### config.mk
export PLATFORM = sky130hd
export DESIGN_NAME = count_sequencer
export DESIGN_NICKNAME = d
export VERILOG_FILES = /design/src/rtl/count_sequencer.sv
export SDC_FILE = /design/constraint.sdc
export NUM_CORES = 1
export LEC_CHECK = 0
export CORE_AREA = 2 2 39 41
export CTS_BUF_LIST = sky130_fd_sc_hd__clkbuf_4
export DETAILED_ROUTE_END_ITERATION = 6
export DIE_AREA = 0 0 41 43
export MAX_ROUTING_LAYER = met4
export PLACE_DENSITY = 0.85
export SLEW_MARGIN = 10
export SYNTH_ARGS = -nofsm -noshare
export SYNTH_HDL_FRONTEND = slang
export SYNTH_SLANG_ARGS = --single-unit
### constraint.sdc
create_clock -name clk -period 4.46 [get_ports clk]
set_input_delay 1.338 -clock clk [delete_from_list [all_inputs] [get_ports clk]]
set_output_delay 1.338 -clock clk [all_outputs]
set_load 0.02 [all_outputs]
### src/rtl/count_sequencer.sv
// Start/stop count sequencer: IDLE -> RUN -> DONE with one-shot or auto-reload terminal count.
// Optional clock prescaler compiled in with `define COUNT_SEQ_PRESCALE_EN.
module count_sequencer #(
  parameter int WIDTH    = 4,
  parameter int PRESCALE = 4
) (
  input  logic             clk,
  input  logic             rst,
  input  logic             start,
  input  logic             stop,
  input  logic             mode,
  input  logic [WIDTH-1:0] period,
  output logic             cnt_en,
  output logic [WIDTH-1:0] count,
  output logic             tc,
  output logic             busy,
  output logic             done
);

  localparam logic [1:0] IDLE = 2'd0;
  localparam logic [1:0] RUN  = 2'd1;
  localparam logic [1:0] DONE = 2'd2;

  if (PRESCALE < 2) begin : g_prescale_check
    $error("count_sequencer: PRESCALE must be 2 or more");
  end

  logic [1:0]       state_q, state_d;
  logic [WIDTH-1:0] count_q, count_d;
  logic [WIDTH-1:0] period_q, period_d;
  logic             mode_q, mode_d;
  logic             step;

`ifdef COUNT_SEQ_PRESCALE_EN
  localparam int PW = $clog2(PRESCALE);

  logic [PW-1:0] presc_q, presc_d;

  // Prescaler only advances in RUN, so it is already zero on every entry to RUN.
  always_comb begin
    presc_d = '0;
    if (state_q == RUN && !stop) begin
      presc_d = (presc_q == PW'(PRESCALE - 1)) ? '0 : presc_q + PW'(1);
    end
  end

  always_ff @(posedge clk or posedge rst) begin
    if (rst) begin
      presc_q <= '0;
    end else begin
      presc_q <= presc_d;
    end
  end

  assign step = (state_q == RUN) && (presc_q == PW'(PRESCALE - 1));
`else
  assign step = (state_q == RUN);
`endif

  always_comb begin
    state_d  = state_q;
    count_d  = count_q;
    period_d = period_q;
    mode_d   = mode_q;
    cnt_en   = 1'b0;
    tc       = 1'b0;
    case (state_q)
      IDLE: begin
        if (start && !stop) begin
          period_d = period;
          mode_d   = mode;
          count_d  = '0;
          state_d  = (period == '0) ? DONE : RUN;
        end
      end
      RUN: begin
        // stop suppresses a coincident terminal count entirely
        if (stop) begin
          state_d = IDLE;
          count_d = '0;
        end else if (step) begin
          cnt_en = 1'b1;
          if (count_q == period_q) begin
            tc      = 1'b1;
            count_d = '0;
            if (mode_q) begin
              period_d = period;
            end else begin
              state_d = DONE;
            end
          end else begin
            count_d = count_q + WIDTH'(1);
          end
        end
      end
      DONE: begin
        state_d = IDLE;
      end
      default: begin
        state_d = IDLE;
      end
    endcase
  end

  always_ff @(posedge clk or posedge rst) begin
    if (rst) begin
      state_q  <= IDLE;
      count_q  <= '0;
      period_q <= '0;
      mode_q   <= 1'b0;
    end else begin
      state_q  <= state_d;
      count_q  <= count_d;
      period_q <= period_d;
      mode_q   <= mode_d;
    end
  end

  assign count = count_q;
  assign busy  = (state_q != IDLE);
  assign done  = (state_q == DONE);

endmodule

==> reports/metrics.cfg <==
[outcome]
status = completed

[clock_tree]
cts_resized = 0
cts_buffers = 3
ctsHoldBuffers = 0
cts_root_buf = clkbuf_4
post_cts_buffers = 0
htree_levels = 1
clkTransAtPathRegs_ns = 0.07
clk_latency_ns = 0.27
clock_sinks = 11
cts_tree = done
cts_buffer_depth = 2

[finish]
fillerInstances = 135
n_antenna_cell = 0
nNetsFinal = 83
drive_gt1_share_pct = 19.4
syn2layout_area_growth_pct = 35.4

[routing]
wirelength_um = 1050
detail-route-antenna-nets = 0
drc = 0
num_vias = 464
vias_per_cell = 5.27
wl_per_cell_um = 12.0
drtIter0Drc = 5
dr.pass1.iters = 3

[timing]
max_slew_margin_pct = 65.3
whs_ns = 0.533
skew_ns = 0.00749
finalCritPeriodShare_pct = 95.5
drv_slew = 0
finalSetupViolCount = 0
worst_pin_slew_ns = 0.518
finalSetupTns_ns = 0
min_period_ns = 4.26
hold_viol_final = 0
max_freq_ghz = 0.235
rsz0062_at_grt = false

[yosys]
synth_top_area_share_pct = 46.9
async_reset_ff_share_pct = 100
yosysWarnings = 0
seq_area_frac_synth_pct = 46.9
synthTopCellsByCount = dfrtp_1 (11), inv_1 (6), mux2_2 (5)
synth_area_per_cell_um2 = 11.3
synth-edff-count = 0
synth_cell_types = 24
synth_nets = 62
netlist_instances = 52
ys_ff_latch = 11
yosysTopAreaCell = dfrtp_1
synthTopCellsByArea = dfrtp_1 (47%), mux2_2 (9.6%), xor2_1 (6.0%)
synth.most_common_cell = dfrtp_1
synth_ff_type = dfrtp_1
syn_area_um2 = 587

[worst_setup_path]
cpMostUsedCell = clkdlybuf4s50_1
cp.required_ns = 3.12
crit_chain = clkdlybuf4s50_1 > nor3b_4 > and2_1 > clkdlybuf4s50_1
arrival_ns = 2.92
critPathKind = input port to primary output
end_kind = primary output
cp_slowest_cell = clkdlybuf4s50_1
cp_slowest_stage_delay_ns = 0.59
cp_max_fo = 7
r2r_slack_ns = 2.86
startpoint_type = input port

[floorplanning]
ios = 17
start_util_pct = 42.4
core.rowCount = 14
die_w_um = 41
die-area_um2 = 1760
core_area_um2 = 1380
die_height_um = 43

[pwr]
power_density_nw_per_um2 = 536
p_leak_nw = 0.324
ir_drop_mv = 0.297
p_total_uw = 426

[place]
place_congestion = 0.752
port_buffers = 16
dpl.hpwl_um = 877

[global_routing]
antenna_found_initial = 0
grt_max_degree = 12
track_usage_pct = 16.2
first_global_vias = 411
overflow = 0
grt_first_pass_wirelength_um = 1780

[job]
drv_cap = 0

[min_path]
hold_path_class = flop to flop

==> worst max-delay path: cells and delay by family <==
family | cells | cell delay, ns
AND/OR/NAND/NOR | 2 | 0.52
buffers and inverters | 2 | 1.06
==> cell type report <==
type / instances / area (um2) / share of cell area, %
clock buffer: 3 / 22.5 / 2.83
clock inverter: 1 / 5.00 / 0.630
inverter: 6 / 22.5 / 2.83
multi-input combinational: 35 / 289 / 36.4
sequential: 11 / 275 / 34.6
tap: 16 / 20.0 / 2.52
timing repair buffer: 16 / 160 / 20.2
==> kinds of logic after synthesis <==
logic type | after synthesis | synth area share (%)
compound gates | 12 | 14.9
xor+xnor | 4 | 5.97
fa+ha+maj | 1 | 2.13
buf+inv | 6 | 3.84
flops | 11 | 46.9
mux | 5 | 9.59
simple gates | 13 | 16.6
==> layout by cell type (no fill, tap or decap), drive strengths merged, types with 2 or more instances in the layout <==
cell | netlist | routed
xor2 | 4 | 4
o21ai | 2 | 2
clkbuf | 0 | 3
dfrtp | 11 | 11
nor4 | 2 | 2
a21oi | 4 | 4
mux2 | 5 | 5
clkdlybuf4s50 | 0 | 16
inv | 6 | 6
nand2 | 3 | 3
==> through the flow <==
stage | setup slack (ns) | area (um2) | instances | utilization [%]
after floorplan | 1.10 | 587 | 52 | -
after global routing | 0.120 | 795 | 88 | 57.4
after detailed placement | 0.179 | 767 | 84 | 55.4
final | 0.202 | 795 | 88 | 57.4
after global placement | 0.238 | 767 | 84 | 55.4
after CTS | 0.174 | 795 | 88 | 57.4
==> sequential cells by signal (all words and copies together) (netlist names) <==
signal,count
mode_q,1
state_q,2
count,4
period_q,4
==> metal layers <==
layer / vias to the layer above / part of all wire [%] / track usage [%]
li1: 228 / - / -
met1: 217 / 39 / 18.0
met2: 15 / 53 / 23.4
met3: 4 / 4.7 / 3.14
met4: 0 / 3.7 / 14.0
met5: - / 0 / -
==> power by group <==
group          switching (mW)  internal, mW  total (mW)  leakage (nW)
Sequential             0.0354         0.136       0.171         0.140
Combinational          0.0917        0.0966       0.188         0.167
Clock                  0.0333        0.0332      0.0664        0.0177
==> path summary, 6_finish.rpt <==
check	start	to	depth (start not counted)
max reg2reg	count[2]	period_q[1]	4
min reg2reg	period_q[2]	period_q[2]	1
min	period_q[2]	period_q[2]	1
min in group asynchronous	rst	count[2]	2
max	stop	tc	4
max in group asynchronous	rst	state_q[0]	2
Power figures use the tool's default switching activity.
==> RTL edit 1: new RTL, same settings <==
The option `COUNT_SEQ_PRESCALE_EN` is turned on by a define.
--- a/src/rtl/count_sequencer.sv
+++ b/src/rtl/count_sequencer.sv
@@ -1,5 +1,7 @@
 // Start/stop count sequencer: IDLE -> RUN -> DONE with one-shot or auto-reload terminal count.
 // Optional clock prescaler compiled in with `define COUNT_SEQ_PRESCALE_EN.
+`define COUNT_SEQ_PRESCALE_EN
+
 module count_sequencer #(
   parameter int WIDTH    = 4,
   parameter int PRESCALE = 4
Behaviour: not the same (Yosys sat finds a counterexample within 4 cycles, from zero or initial values and one cycle with rst high).
==> RTL edit 1 against the original RTL <==
- area after synthesis increased by 21%
- first-iteration DRC count stayed put
- design area is 19% higher
- sequential share of layout area fell by 0.16 points
- clock skew decreased by 0.0049 ns
- non-clock buffer count grew 3
- via count is 15% higher
- routed wire length rose by 25%
- setup slack lost 0.043 ns
- critical path depth is 1 higher
- sequential cell count grew 2
- highest routed layer unchanged
Power is not compared: it rests on default switching activity, and its combinational part moved more than twofold at a synthesized area within 25%.
==> RTL edit 1: results <==
group,metric,value,unit
worst_setup_path,slowest_delay,0.61,ns
placement,place_area,913.4,µm²
grt,gr-usage-met2,28.44,%
detailed_routing,dr_total_vias,532,
synth,synth.distinct_cells,28,
finish,inverters,3,
finish,syn2layout_area_growth,32.75,%
grt,grt_use_met3,1.571,%
detailed_routing,wl_met1,561,µm
grt,track_usage,19.71,%
synth,yosysSeqAreaShare,45.77,%
synth,synth.net_count,70,
grt,grt_pass1_wl,2.277,mm
placement,pre_cts_ws,0.1678,ns
timing,skew,0.002609,ns
finish,multi_input_area,374.1,µm²
finish,sh_seq_area,34.48,%
finish,nMultiInputCombCells,43,
synth,syn_avg_cell_area,12.05,µm²
synth,synth_commonest_cells,"13 x dfrtp_1, 4 x mux2_4, 4 x nand2b_1, 4 x xor2_1",
run_status,status,"finished, final reports clean",
finish,layout.nets,94,
synth,syn_area,710.7,µm²
finish,clkbuf_count,4,
detailed_routing,wl_met2,689,µm
## RTL edit 1: cell families after synthesis
kind of cell,synth area share [%]
multiplexers,9.860
XOR/XNOR,4.929
AND/OR/NAND/NOR,20.25
adder cells (fa/ha/maj),3.521
AO/OA/AOI/OAI,14.09
flip-flops,45.77
buffers and inverters,1.584
## RTL edit 1: path summary, 6_finish.rpt
check / startpoint / cells after the start / endpoint / slack, ns
hold / removal: presc_q[0]$_DFF_PP0_ / 1 / presc_q[0]$_DFF_PP0_ / 0.45
setup / recovery: stop / 5 / tc / 0.16
hold reg to reg: presc_q[0]$_DFF_PP0_ / 1 / presc_q[0]$_DFF_PP0_ / 0.45
min in group asynchronous: rst / 2 / presc_q[1]$_DFF_PP0_ / 1.37
max in group asynchronous: rst / 2 / period_q[2]$_DFFE_PP0P_ / 2.76
setup reg to reg: count[2]$_DFFE_PP0P_ / 4 / count[3]$_DFFE_PP0P_ / 2.73
==> RTL edit 2: new RTL, same flow settings <==
Without the edit above. Register the output `cnt_en`, with the module's reset; this adds one clock of latency there. The other outputs are not delayed to match.
--- a/src/rtl/count_sequencer.sv
+++ b/src/rtl/count_sequencer.sv
@@ -20,6 +20,8 @@
   localparam logic [1:0] IDLE = 2'd0;
   localparam logic [1:0] RUN  = 2'd1;
   localparam logic [1:0] DONE = 2'd2;
+
+  logic cnt_en_d;
 
   if (PRESCALE < 2) begin : g_prescale_check
     $error("count_sequencer: PRESCALE must be 2 or more");
@@ -62,7 +64,7 @@
     count_d  = count_q;
     period_d = period_q;
     mode_d   = mode_q;
-    cnt_en   = 1'b0;
+    cnt_en_d = 1'b0;
     tc       = 1'b0;
     case (state_q)
       IDLE: begin
@@ -79,7 +81,7 @@
           state_d = IDLE;
           count_d = '0;
         end else if (step) begin
-          cnt_en = 1'b1;
+          cnt_en_d = 1'b1;
           if (count_q == period_q) begin
             tc      = 1'b1;
             count_d = '0;
@@ -120,5 +122,13 @@
   assign busy  = (state_q != IDLE);
   assign done  = (state_q == DONE);
 
+  always_ff @(posedge clk or posedge rst) begin
+    if (rst) begin
+      cnt_en <= '0;
+    end else begin
+      cnt_en <= cnt_en_d;
+    end
+  end
+
 endmodule
 
Formal check against the unedited RTL: not equivalent (a bounded check fails within 4 cycles, from zero or initial values and one cycle with rst high).
==> RTL edit 2 against the original RTL <==
- highest routed layer unchanged
- routed wire length rose by 21%
- area after synthesis rose by 12%
- setup slack improved by 0.13 ns
- maximum frequency rose by 3.2%
- sequential cell count rose by 1
- total power fell by 28%
- die area did not move
- design area rose by 9.3%
==> RTL edit 2: results <==
group,metric,value,unit
finish,antenna_cells,0,
placement,dp_hpwl,1.009,mm
clock_network,clock_latency,0.28,ns
grt,grt_pass1_wl,2.035,mm
finish,layout.nets,88,
placement,place_congestion,0.7073,
timing,skew,0.0007149,ns
clock_network,clk_pin_slew,0.08,ns
synth,yosysSeqAreaShare,45.89,%
run_status,status,"finished, final reports clean",
detailed_routing,drt_pre_antenna_iters,4,
clock_network,clock_path_buffers,2,
clock_network,cts_resized,0,
worst_setup_path,worstPathMaxFanout,4,
detailed_routing,avgRoutedWirePerCell,13.74,µm
synth,yosysWarnings,0,
finish,final_cells,93,
pwr,leakage,0.3729,nW
pwr,ir_worst_vdd,0.1786,mV
synth,synth.distinct_cells,28,
hold_path,holdPathEnd,"period_q[2]$_DFFE_PP0P_",
synth,synth.net_count,66,
worst_setup_path,r2r_slack,2.74,ns
placement,port_buffers,16,
worst_setup_path,rr_worst_depth,4,
finish,fillCellCount,117,
grt,grt_pass1_vias,475,
synth,syn_inst,56,
hold_path,min_from,"period_q[2]$_DFFE_PP0P_",
grt,track_usage,17.83,%
clock_network,cts_root_buffer,"clkbuf_4",
worst_setup_path,timing.rr.end,"period_q[3]$_DFFE_PP0P_",
synth,async_reset_ff_share,100.0,%
synth,yosys-top-cells-area,"dfrtp_1 46%, xor2_1 5.4%, mux2_4 4.6%",
worst_setup_path,critPathSlowestCell,"clkdlybuf4s50_1",
worst_setup_path,cp.arrival,2.79,ns
synth,synth_commonest_cells,"12 x dfrtp_1, 5 x nand2_1, 4 x o21ai_0, 4 x xor2_1",
grt,antenna_found_initial,0,
hold_path,hp-class,"flop to flop",
hold_path,min_path_cells,1,
detailed_routing,drt_iter0_drc,11,
clock_network,post-cts-setup-buffers,0,
grt,grt_max_degree,13,
finish,drive_above_1_share,16.88,%
timing,worstMarginPinSlew,0.5308,ns
clock_network,numCtsBuffers,3,
worst_setup_path,slowest_delay,0.59,ns
placement,dpl.cell_count,89,
detailed_routing,drt-vias-per-instance,5.366,
clock_network,htreeDepth,1,
worst_setup_path,reg2reg_from,"count[2]$_DFFE_PP0P_",
[RTL edit 2: cell types whose count changed in the layout (fill, tap and decap cells not counted), sizes merged, moves of 2 or more]
cell    unedited run  this run
a21oi              4         0
inv                6         3
nand2              3         5
nor2b              0         3
o21ai              2         4
o21bai             0         2
[RTL edit 2: kinds of logic (layout without fill, tap and decap cells)]
logic type | Yosys count | count (layout) | share of synthesized area, %
compound gates | 12 | 12 | 15.87
fa+ha+maj | 1 | 1 | 1.912
flops | 12 | 12 | 45.89
mux | 4 | 4 | 8.031
simple gates | 20 | 20 | 21.23
buf+inv | 3 | 24 | 1.721
xor+xnor | 4 | 4 | 5.353
[RTL edit 2: worst max-delay path by stage]
stage	startpoint	endpoint	slack, ns	cells past startpoint
finish	stop	tc	0.34	4
global route	stop	tc	0.28	4
CTS	stop	tc	0.32	4
detailed placement	stop	tc	0.33	4
global placement	stop	tc	0.34	4
floorplan	stop	tc	1.29	2
[RTL edit 2: layout make-up]
| class | instances | share of cell area, % |
|---|---|---|
| multi-input combinational | 41 | 39.48 |
| sequential | 12 | 34.58 |
| timing repair buffer | 17 | 19.31 |
| clock buffer | 3 | 2.594 |
| tap | 16 | 2.305 |
| inverter | 3 | 1.297 |
| clock inverter | 1 | 0.4323 |
[RTL edit 2: critical path: cells and delay by family]
family / cells / cell delay, ns
simple gates: 2 / 0.37
buf+inv: 2 / 1.08
[RTL edit 2: layer usage]
layer / vias up / wire (µm) / GRT usage, %
met3: 3 / 54 / 3.141
met4: 0 / 27 / 8.000
met5: - / 0 / -
li1: 244 / - / -
met1: 236 / 579 / 22.15
met2: 16 / 616 / 27.19
[RTL edit 2: through the flow]
stage                     setup slack [ns]  cell area [µm²]  power [W]  utilization (%)  hold WS (ns)
after CTS                           0.3245            868.3  0.0003119            62.75        0.5232
after detailed placement            0.3266            842.1  0.0002402            60.85        0.5055
after global routing                0.2769            868.3  0.0003268            62.75        0.5531
after global placement              0.3408            842.1  0.0002360            60.85        0.5063
after floorplan                      1.288            654.4  0.0002063                -        0.4842
final                               0.3350            868.3  0.0003087            62.75        0.5231
[RTL edit 2: power by group]
group	switching [W]	internal (W)	leakage (nW)
clock	0.0000384	0.0000325	0.0154
sequential	0.0000177	0.000126	0.154
combinational	0.0000491	0.0000454	0.204
total	0.000105	0.000204	0.373
